### src/rtl/panel_pkg.sv
// Shared constants and FSM state encoding for the LED panel frame-buffer path.
// The animation generator and the UART receiver use the same constants.
package panel_pkg;

  localparam int AW    = 9;
  localparam int DW    = 48;
  localparam int DEPTH = 512;

  localparam logic [AW-1:0] ADDR_LAST = 9'd511;

  typedef logic [1:0] state_t;

  localparam state_t ST_IDLE  = 2'd0;
  localparam state_t ST_SWEEP = 2'd1;
  localparam state_t ST_DRAIN = 2'd2;

endpackage

### src/rtl/panel_addr_seq.sv
// Animation address counter plus its one-cycle delayed write address/valid.
// Rests at the last address so the generator never sees address 0 while idle.
module panel_addr_seq #(
  parameter int AW    = 9,
  parameter int DEPTH = 512
) (
  input  logic          clk,
  input  logic          rst,
  input  logic          start,
  input  logic          run,
  output logic [AW-1:0] addr,
  output logic          last,
  output logic          wr_valid,
  output logic [AW-1:0] wr_addr
);

  localparam logic [AW-1:0] LAST = AW'(DEPTH - 1);
  localparam logic [AW-1:0] ONE  = {{(AW-1){1'b0}}, 1'b1};

  logic [AW-1:0] addr_q, addr_d;
  logic          wr_valid_q, wr_valid_d;
  logic [AW-1:0] wr_addr_q, wr_addr_d;

  // Next address: 0 on start, +1 while sweeping, otherwise park at LAST.
  always_comb begin
    addr_d     = LAST;
    wr_valid_d = run;
    wr_addr_d  = addr_q;
    if (start) begin
      addr_d = {AW{1'b0}};
    end else if (run && (addr_q != LAST)) begin
      addr_d = addr_q + ONE;
    end else begin
      addr_d = LAST;
    end
  end

  // Counter and delayed write-address registers.
  always_ff @(posedge clk) begin
    if (rst) begin
      addr_q     <= LAST;
      wr_valid_q <= 1'b0;
      wr_addr_q  <= LAST;
    end else begin
      addr_q     <= addr_d;
      wr_valid_q <= wr_valid_d;
      wr_addr_q  <= wr_addr_d;
    end
  end

  assign addr     = addr_q;
  assign last     = (addr_q == LAST);
  assign wr_valid = wr_valid_q;
  assign wr_addr  = wr_addr_q;

endmodule

### src/rtl/panel_fb_sched.sv
// Frame-buffer write scheduler: arbitrates the frame RAM write port between
// full-frame animation sweeps and single host (UART) writes.
module panel_fb_sched #(
  parameter int AW    = panel_pkg::AW,
  parameter int DW    = panel_pkg::DW,
  parameter int DEPTH = panel_pkg::DEPTH
) (
  input  logic          clk,
  input  logic          rst,
  input  logic          sweep_en,
  input  logic          frame_tick,
  output logic [AW-1:0] anim_addr,
  input  logic [DW-1:0] anim_data,
  input  logic          host_req,
  input  logic [AW-1:0] host_addr,
  input  logic [DW-1:0] host_data,
  output logic          host_ack,
  output logic          ram_we,
  output logic [AW-1:0] ram_waddr,
  output logic [DW-1:0] ram_wdata,
  output logic          busy,
  output logic          frame_done,
  output logic          overrun,
  output logic [15:0]   frame_cnt
);

  import panel_pkg::*;

  state_t        state_q, state_d;
  logic          busy_q, busy_d;
  logic          frame_done_q, frame_done_d;
  logic          overrun_q, overrun_d;
  logic [15:0]   frame_cnt_q, frame_cnt_d;

  logic          sweep_start;
  logic          host_grant;
  logic          seq_last;
  logic          seq_wr_valid;
  logic [AW-1:0] seq_wr_addr;

  assign sweep_start = (state_q == ST_IDLE) && frame_tick && sweep_en;
  // A sweep start always wins over a pending host write in the same cycle.
  assign host_grant  = (state_q == ST_IDLE) && host_req && !sweep_start && !rst;

  panel_addr_seq #(
    .AW    (AW),
    .DEPTH (DEPTH)
  ) u_addr_seq (
    .clk      (clk),
    .rst      (rst),
    .start    (sweep_start),
    .run      (state_q == ST_SWEEP),
    .addr     (anim_addr),
    .last     (seq_last),
    .wr_valid (seq_wr_valid),
    .wr_addr  (seq_wr_addr)
  );

  // Next state and flag values.
  always_comb begin
    state_d     = state_q;
    frame_cnt_d = frame_cnt_q;
    case (state_q)
      ST_IDLE: begin
        if (sweep_start) begin
          state_d = ST_SWEEP;
        end else begin
          state_d = ST_IDLE;
        end
      end
      ST_SWEEP: begin
        if (seq_last) begin
          state_d = ST_DRAIN;
        end else begin
          state_d = ST_SWEEP;
        end
      end
      ST_DRAIN: begin
        state_d     = ST_IDLE;
        frame_cnt_d = frame_cnt_q + 16'd1;
      end
      default: begin
        state_d = ST_IDLE;
      end
    endcase
    busy_d       = (state_d != ST_IDLE);
    frame_done_d = (state_d == ST_DRAIN);
    // Only an enabled tick that cannot be honoured counts as an overrun.
    overrun_d    = overrun_q || (frame_tick && sweep_en && (state_q != ST_IDLE));
  end

  // State and status registers.
  always_ff @(posedge clk) begin
    if (rst) begin
      state_q      <= ST_IDLE;
      busy_q       <= 1'b0;
      frame_done_q <= 1'b0;
      overrun_q    <= 1'b0;
      frame_cnt_q  <= 16'd0;
    end else begin
      state_q      <= state_d;
      busy_q       <= busy_d;
      frame_done_q <= frame_done_d;
      overrun_q    <= overrun_d;
      frame_cnt_q  <= frame_cnt_d;
    end
  end

  // RAM write-port mux; host writes are same-cycle, sweep writes lag the address by one.
  always_comb begin
    ram_we    = 1'b0;
    ram_waddr = seq_wr_addr;
    ram_wdata = anim_data;
    host_ack  = 1'b0;
    if (host_grant) begin
      ram_we    = 1'b1;
      ram_waddr = host_addr;
      ram_wdata = host_data;
      host_ack  = 1'b1;
    end else if (seq_wr_valid && !rst) begin
      ram_we    = 1'b1;
      ram_waddr = seq_wr_addr;
      ram_wdata = anim_data;
    end else begin
      ram_we    = 1'b0;
    end
  end

  assign busy       = busy_q;
  assign frame_done = frame_done_q;
  assign overrun    = overrun_q;
  assign frame_cnt  = frame_cnt_q;

endmodule
### config.mk
export PLATFORM = sky130hd
export DESIGN_NAME = panel_fb_sched
export DESIGN_NICKNAME = d
export VERILOG_FILES = /design/src/rtl/panel_pkg.sv /design/src/rtl/panel_addr_seq.sv /design/src/rtl/panel_fb_sched.sv
export SDC_FILE = /design/constraint.sdc
export NUM_CORES = 1
export LEC_CHECK = 0
export CAP_MARGIN = 10
export CORE_UTILIZATION = 32
export DETAILED_ROUTE_END_ITERATION = 10
export PLACE_DENSITY = 0.85
export SYNTH_ARGS = -nofsm -noshare
export SYNTH_HDL_FRONTEND = slang
export SYNTH_SLANG_ARGS = --single-unit
### constraint.sdc
create_clock -name clk -period 2.5 [get_ports clk]
set_clock_uncertainty 0.1 [all_clocks]
set_input_delay 0.25 -clock clk [delete_from_list [all_inputs] [get_ports clk]]
set_output_delay 0.25 -clock clk [all_outputs]
set_load 0.005 [all_outputs]
# Yosys cells after proc, flatten, opt, wreduce, memory -nomap -nowiden
# Cells that the tools add are included.
# word_totals
wordCells	40
input_bits	110
ff_bits	40
# op_classes
n_eq_ne	5
muxes	10
n_reduce_logical	15
addsub	2
# ops
operator	count
2-to-1 mux 48 bit	1
2-to-1 mux 9 bit	3
adder 16 x 1 -> 16 bit (second input constant)	1
adder 9 x 1 -> 9 bit (second input constant)	1
equality test 9 bit (second input constant)	1
logical AND 1 bit	9
!= test 9 bit (second input constant)	1
equality test 2 bit (second input constant)	2
2-to-1 mux 1 bit	4
one-hot mux 2 bit (2 select lines)	1
nonzero test 2 bit	2
equality test 2 x 1 -> 1 bit (second input constant)	1
zero test 1 bit	2
zero test 2 bit	1
2-to-1 mux 2 bit	1
logical OR 1 bit	1

# Depth between registers and ports, before layout
# Gate-level depths: netlist of the first run.
# logic_depth
ltp_word	7
depth_mapped	7
depth_no_buf	7

# Cells and area by module
# Synthesis of the first run repeated with hierarchy kept, for this count alone.
# hier_totals
hier_cells	231
area_unflattened_um2	2214.6
# modules_own_cells
module	seq_area_each_um2	area_per_inst_um2	n_inst	cells_each
panel_fb_sched	420.4	1565.3	1	167
panel_addr_seq	380.4	649.4	1	64

# Worst setup path after synthesis of the first run
# No wires, ideal clock.
# synth_timing
kind	register -> register
start	register u_addr_seq.addr_q[0], in the netlist u_addr_seq.addr[0]
end	register u_addr_seq.addr_q[1], in the netlist u_addr_seq.addr[1]
period_less_slack_ns	1.963
path_stages_with_launch	8
path_buffers	0
t_arrival_ns	1.724
setup_slack_ns	0.537
path_cell_list	dfxtp_1 ha_1 and3_1 and3_1 ha_1 mux2_2 nor3_1 o21ai_0
# synth_between
elab_chain_len	4
word_cells_on_any_way	5
# synth_rtl
item	line	rtl
from (decl)	panel_addr_seq.sv:20	logic [AW-1:0] addr_q, addr_d;
from (signal assigned)	panel_addr_seq.sv:45	addr_q <= addr_d;
parallel branches: the longest is 2 deep, another holds adder 9 x 1 -> 9 bit	--	
2-to-1 mux 9 bit (*)	panel_addr_seq.sv:31	end else if (run && (addr_q != LAST)) begin
2-to-1 mux 9 bit (*)	panel_addr_seq.sv:29	if (start) begin
# Every way passes the cells marked *.
# A chain may end at the register's enable or synchronous reset.

# Worst setup path after layout of the first run
# layout_timing
start	input rst
end	output ram_waddr[4]
# layout_between
elab_chain_len	3
# layout_rtl
item	line	rtl
from (decl)	panel_fb_sched.sv:9	input logic rst,
zero test 1 bit	panel_fb_sched.sv:43	assign host_grant = (state_q == ST_IDLE) && host_req && !sweep_start && !rst;
logical AND 1 bit	panel_fb_sched.sv:43	
2-to-1 mux 9 bit	panel_fb_sched.sv:115	if (host_grant) begin
to (decl)	panel_fb_sched.sv:19	output logic [AW-1:0] ram_waddr,
# Every way passes these cells.

==> flow_summary_export.csv, run 1 <==
group,metric,value,unit
outcome,run_status,"completed",
synth,netlist-cell-type-count,34,
detailed_routing,detail_route.drc_violations,0,
synth,mappedNetlistArea,0.00227,mm2
synth,synth_cells,228,
cts,numClockSinks,40,
synth,yosysWarnings,0,
timing,post-route-period-util,97.6,%
global_route,grt.total_usage,21.2,%
job,maxCapViolCount,0,
detailed_routing,detailroute.via_count,2414,
cells_and_area,finalNonFillerCells,523,
synth,ys_seq_elements,40,
global_route,gr-max-usage-layer,"met2",
cells_and_area,drive_gt1_share,20.1,%
cts,cts-root-to-sink-buffers,2,
timing,number_of_setup_violations_in_the_final_report,0,
cts,ctsRootBufferMaster,"sky130_fd_sc_hd__clkbuf_8",
synth,yosys.cell_count.top_type,"sky130_fd_sc_hd__mux2_2",
cts,clk_pin_slew,0.07,ns
synth,yosysTopAreaCell,"sky130_fd_sc_hd__dfxtp_1",
detailed_routing,drt_wl_total,8400,um
setup_path,critPathMaxStageDelay,0.48,ns
detailed_routing,detail-route-antenna-nets,0,
global_route,grt_pass1_vias,2342,
setup_path,cp.required,2.15,ns
cells_and_area,area_delta_synth_final,98.3,%
pwr,power.ir.vdd_worst,0.204,mV
synth,synth.top_cell.area_share,35.2,%
setup_path,timing_worst_setup_path_type,"in2out",
setup_path,r2r-start,"u_addr_seq.addr[2]$_SDFF_PP1_",
floorplan,floorplan.die.height,86.3,um
setup_path,max_fanout_on_critical_path,12,
timing,grt_setup_unrepaired,"yes",
cts,cts_inserted_buffers,5,
timing,fin_setup_tns,0,ns
cts,cts.repair.resized,0,
floorplan,i_o_pin_cnt,197,
min_path,min-delay-start,"frame_cnt[15]$_SDFFE_PP0N_",
detailed_routing,drt_iter0_markers,72,
global_route,antenna_found_initial,0,
floorplan,initial_utilization,33.3,%
global_route,met3_usage,5.71,%
synth,fraction_of_registers_with_async_set_reset,0,%
setup_path,end_kind,"primary output",
placed_design,dp_slack,0.0403,ns
detailed_routing,mean_routed_wirelength_per_cell,16.1,um
synth,synth_ff_type,"sky130_fd_sc_hd__dfxtp_1",
synth,avgSynthCellArea,9.98,um2
setup_path,cp-start-kind,"input port",
cells_and_area,antennaDiodeCount,0,
timing,relSlewSlack,68.2,%
synth,synth_edf_count,0,
setup_path,timing.critical_path.mode_cell,"sky130_fd_sc_hd__clkdlybuf4s50_1",
setup_path,critical_path.cell_chain,"clkdlybuf4s50_1, nor3_4, nand3_4, clkbuf_16, mux2_1, clkdlybuf4s50_1",
global_route,gr-usage-met2,37.5,%
detailed_routing,avgViaCountPerCell,4.62,
timing,final-hold-violation-count,0,
setup_path,rr_endpoint,"u_addr_seq.addr[3]$_SDFF_PP1_",
global_route,grtUsageMet1,25.4,%
floorplan,num_rows,30,
synth,synth.area.top_cells,"sky130_fd_sc_hd__dfxtp_1 35%, sky130_fd_sc_hd__mux2_2 25%, sky130_fd_sc_hd__xor2_1 5.0%",
placed_design,finalWeightedCongestion,0.806,
global_route,grt_pass1_wl,11900,um
cells_and_area,final_net_count,540,
floorplan,die-width,86.3,um
global_route,grt.overflow.total,0,
synth,seq_area_frac_synth,35.2,%
detailed_routing,dr.pass1.iters,4,
cts,post_cts.repair.setup_buffers,0,
cts,clkLatencyLatePin,0.28,ns
timing,drv_slew,0,
synth,netlist_top_cells_count,"50 x sky130_fd_sc_hd__mux2_2, 40 x sky130_fd_sc_hd__dfxtp_1, 17 x sky130_fd_sc_hd__nor2_1",
placed_design,place.detailed.instances,513,
min_path,hold_path_end,"frame_cnt[15]$_SDFFE_PP0N_",
pwr,p_leak,1.75,nW
pwr,power.density,402,mW/mm2
setup_path,worst-endpoint-arrival,2.09,ns
setup_path,worst-r2r-setup-slack,0.21,ns
timing,worst_slew_pin_slew,0.473,ns
timing,fin_ws,0.0611,ns
synth,synthesis.nets,341,
cts,ctsHtreeMaxLevel,2,
floorplan,design.die.area,0.00745,mm2
cts,cts_tree,"yes",
cts,post_cts_hold_buffer_count,0,
floorplan,core_region_area,0.00683,mm2
setup_path,r2r.worst_path.cells,7,
pwr,finalPower,0.00182,W
placed_design,dp_hpwl,6670,um
global_route,largest_net_degree_at_the_start_of_global_routing,49,
min_path,hold_depth,2,
placed_design,portBuffers,196,
cells_and_area,final_util,66.0,%
setup_path,critPathSlowestCell,"sky130_fd_sc_hd__clkdlybuf4s50_1",
timing,finalCriticalPeriod,2.44,ns
min_path,holdCritPathClass,"reg2reg",
timing,max_freq,0.410,GHz
[stage by stage]
stage	instance area (um2)	hold slack (ns)
floorplan	2270	0.321
global placement	4340	0.373
detailed placement	4340	0.391
CTS	4440	0.404
global route	4510	0.433
finish	4510	0.389
[layout make-up]
cell class,instances,area (um2)
Sequential cell,40,801
Timing Repair Buffer,206,2090
Clock buffer,7,96.3
Inverter,5,18.8
Tap cell,96,120
Multi-Input combinational cell,169,1390
Fill cell,558,2320
[flip-flops by register name (all words and copies together), names as in the netlist]
name                 count
frame_done               1
state_q                  2
u_addr_seq.wr_addr       9
busy                     1
u_addr_seq.wr_valid      1
frame_cnt               16
u_addr_seq.addr          9
overrun                  1
[cell usage in the layout, fill, tap and decap left out, drive strengths merged, types with 8 or more instances in the layout]
master | synthesis | routed
buf | 9 | 8
mux2 | 58 | 58
clkdlybuf4s50 | 0 | 196
or2 | 10 | 10
clkbuf | 5 | 9
nand2 | 8 | 8
o21ai | 9 | 9
a21oi | 9 | 9
nand3 | 8 | 8
nor2 | 17 | 17
xor2 | 13 | 13
dfxtp | 40 | 40
and3 | 8 | 8
[where the power goes]
group          internal [W]  switching, W  leakage [nW]  total [W]
logic              0.000462      0.000215          1.37   0.000677
registers          0.000668     0.0000245         0.326   0.000692
clock network      0.000245      0.000201        0.0503   0.000446
total               0.00137      0.000441          1.75    0.00182
[logic make-up (layout without fill, tap and decap cells)]
logic type / count (synthesis) / in the layout / synth area share [%]
buf+inv: 19 / 218 / 4.62
flops: 40 / 40 / 35.2
simple gates: 73 / 73 / 19.3
fa+ha+maj: 3 / 3 / 1.65
xor+xnor: 16 / 16 / 6.16
compound gates: 18 / 18 / 3.96
mux: 59 / 59 / 29.2
[worst max-delay path by stage]
stage                                             start                             to  cells after the start
after floorplan           u_addr_seq.addr[0]$_SDFF_PP1_  u_addr_seq.addr[1]$_SDFF_PP1_                      7
after global placement                              rst                  ram_wdata[29]                      6
after detailed placement                     frame_tick                  ram_wdata[29]                      6
after CTS                                    frame_tick                  ram_wdata[29]                      6
after global routing                         frame_tick                  ram_wdata[25]                      6
final                                               rst                   ram_waddr[4]                      6
[layer usage]
| layer | part of all wire (%) | wire, um |
|---|---|---|
| met5 | 0 | 0 |
| met4 | 1.0 | 87 |
| met3 | 6.7 | 560 |
| met2 | 52 | 4330 |
| met1 | 41 | 3420 |
[worst max-delay path: cells and delay by family]
family,cells,cell delay (ns)
buffers and inverters,3,1.17
AND/OR/NAND/NOR,2,0.35
multiplexers,1,0.32
No activity file was read; power rests on OpenSTA's default activity.
==> run 2, diff against run 1 <==
GPL_TIMING_DRIVEN = 0   (was unset)
MAX_ROUTING_LAYER = met4   (was unset)
SKIP_CTS_REPAIR_TIMING = 1   (was unset)
==> run 2 against run 1 <==
  * Highest routed layer unchanged
  * First-iteration DRC count is 60% higher
  * Register-to-register slack better by 0.07 ns
  * Routed wire length is 0.25% lower
==> flow_summary_export.csv, run 2 (synthesis results as in run 1) <==
group,metric,value,unit
cells_and_area,area_delta_synth_final,102,%
floorplan,die-width,86.3,um
cells_and_area,fillerInstances,545,
timing,grt_setup_unrepaired,"yes",
cts,clk_pin_slew,0.08,ns
detailed_routing,dr.pass1.iters,4,
cts,numClockSinks,40,
cts,clkLatencyLatePin,0.29,ns
cts,cts_inserted_buffers,5,
cells_and_area,final_util,67.4,%
min_path,holdCritPathClass,"in2reg",
timing,relSlewSlack,69.1,%
timing,hold-worst-slack,0.283,ns
setup_path,worst-endpoint-arrival,2.08,ns
detailed_routing,drt_wl_total,8380,um
setup_path,critPathMaxStageDelay,0.51,ns
placed_design,portBuffers,196,
pwr,power.density,408,mW/mm2
setup_path,timing_worst_setup_path_type,"reg2out",
setup_path,end_kind,"primary output",
global_route,antenna_found_initial,0,
floorplan,num_rows,30,
cts,ctsRootBufferMaster,"sky130_fd_sc_hd__clkbuf_8",
placed_design,place.detailed.instances,520,
detailed_routing,detail-route-antenna-nets,0,
detailed_routing,drt_iter0_markers,115,
pwr,sequentialPowerShare,36.9,%
setup_path,max_fanout_on_critical_path,10,
floorplan,core_region_area,0.00683,mm2
timing,drv_slew,0,
cells_and_area,final_net_count,548,
detailed_routing,detail_route.drc_violations,0,
floorplan,design.die.area,0.00745,mm2
cells_and_area,layout_commonest_cell,"sky130_fd_sc_hd__clkdlybuf4s50_1",
timing,post-route-period-util,97.1,%
job,maxCapViolCount,0,
timing,worst_slew_pin_slew,0.464,ns
setup_path,critPathSlowestCell,"sky130_fd_sc_hd__clkdlybuf4s50_1",
setup_path,critical_path.cell_chain,"buf_6, nor3_4, nand3_4, clkbuf_4, mux2_2, clkdlybuf4s50_1",
placed_design,dp_hpwl,6910,um
cts,cts-root-to-sink-buffers,2,
floorplan,floorplan.die.height,86.3,um
cells_and_area,layout.cells.most_common_list,"172 x sky130_fd_sc_hd__clkdlybuf4s50_1, 50 x sky130_fd_sc_hd__mux2_2, 39 x sky130_fd_sc_hd__dfxtp_1",
detailed_routing,avgViaCountPerCell,4.69,
pwr,power.net_switching,0.000466,W
cts,cts_tree,"yes",
timing,number_of_setup_violations_in_the_final_report,0,
cells_and_area,antennaDiodeCount,0,
global_route,grt_pass1_wl,12400,um
floorplan,i_o_pin_cnt,197,
setup_path,r2r.worst_path.cells,7,
setup_path,cp.required,2.15,ns
detailed_routing,mean_routed_wirelength_per_cell,15.8,um
placed_design,finalWeightedCongestion,0.784,
min_path,hold_depth,3,
timing,final-hold-violation-count,0,
timing,finalCriticalPeriod,2.43,ns
floorplan,initial_utilization,33.3,%
pwr,cell_internal_pwr,0.00141,W
outcome,run_status,"completed",
global_route,largest_net_degree_at_the_start_of_global_routing,14,
global_route,grt_pass1_vias,2483,
pwr,clock_power_share,27.9,%
pwr,power.combinational.fraction,35.2,%
cells_and_area,largest_register_ff_count,16,
pwr,p_leak,1.92,nW
global_route,grt.overflow.total,0,
cts,ctsHtreeMaxLevel,2,
setup_path,cp-start-kind,"register",
detailed_routing,detailroute.via_count,2493,
global_route,grt.total_usage,22.4,%
pwr,power.ir.vdd_worst,0.218,mV
pwr,netSwitchingFraction,24.8,%
cells_and_area,drive_gt1_share,21.6,%
timing,max_freq,0.412,GHz
cells_and_area,finalNonFillerCells,532,
[run 2: cell count changes in the layout (fill, tap and decap cells not counted), moves of 2 or more]
cell / previous run / this run
sky130_fd_sc_hd__clkbuf_8: 7 / 5
sky130_fd_sc_hd__clkbuf_2: 0 / 2
sky130_fd_sc_hd__clkbuf_1: 0 / 3
sky130_fd_sc_hd__clkdlybuf4s50_1: 196 / 172
sky130_fd_sc_hd__clkbuf_16: 2 / 0
sky130_fd_sc_hd__buf_6: 1 / 4
sky130_fd_sc_hd__dlymetal6s2s_1: 0 / 24
sky130_fd_sc_hd__clkbuf_4: 0 / 2
[run 2: area by class of cell]
class / count / area, um2 / share of cell area, %
buffer: 14 / 109 / 2.36
clock inverter: 3 / 42.5 / 0.924
multi-input combinational: 169 / 1390 / 30.2
timing repair buffer: 200 / 2050 / 44.6
sequential: 40 / 802 / 17.4
inverter: 5 / 18.8 / 0.408
tap: 96 / 120 / 2.61
clock buffer: 5 / 68.8 / 1.49
[run 2: through the flow]
step | setup slack (ns) | cell area (um2) | TNS, ns | total power (W)
after floorplan | 0.537 | 2270 | 0 | 0.000940
after global placement | -0.161 | 4360 | -3.48 | 0.00134
after detailed placement | -0.192 | 4360 | -4.32 | 0.00136
after CTS | -0.271 | 4470 | -7.44 | 0.00188
after global routing | -0.000826 | 4600 | -0.000826 | 0.00196
final | 0.0723 | 4600 | 0 | 0.00188
[run 2: power groups by stage]
stage | clock, W | combinational (W) | sequential [W]
6_report | 0.000524 | 0.000660 | 0.000694
5_1_grt | 0.000559 | 0.000703 | 0.000698
4_1_cts | 0.000529 | 0.000659 | 0.000693
3_5_place_dp | 0 | 0.000650 | 0.000708
3_3_place_gp | 0 | 0.000638 | 0.000707
2_1_floorplan | 0 | 0.000236 | 0.000704
[run 2: path summary, 6_finish.rpt]
check | from | endpoint | slack [ns]
hold reg to reg | frame_cnt[15]$_SDFFE_PP0N_ | frame_cnt[15]$_SDFFE_PP0N_ | 0.40
setup / recovery | state_q[0]$_SDFF_PP0_ | ram_wdata[10] | 0.07
setup reg to reg | u_addr_seq.addr[0]$_SDFF_PP1_ | u_addr_seq.addr[2]$_SDFF_PP1_ | 0.28
hold / removal | rst | frame_cnt[12]$_SDFFE_PP0N_ | 0.28
[run 2: metal layers]
metal	track usage, %	vias to the layer above	routed length, um
met3	4.67	14	454
met5	-	-	0
met4	7.27	0	167
li1	-	1218	-
met1	26.7	1154	3400
met2	37.8	107	4360
[run 2: worst max-delay path, delay by kind of cell, from the launching register on]
family / cells / cell delay [ns]
multiplexers: 1 / 0.29
flip-flops: 1 / 0.31
buffers and inverters: 3 / 0.88
AND/OR/NAND/NOR: 2 / 0.30
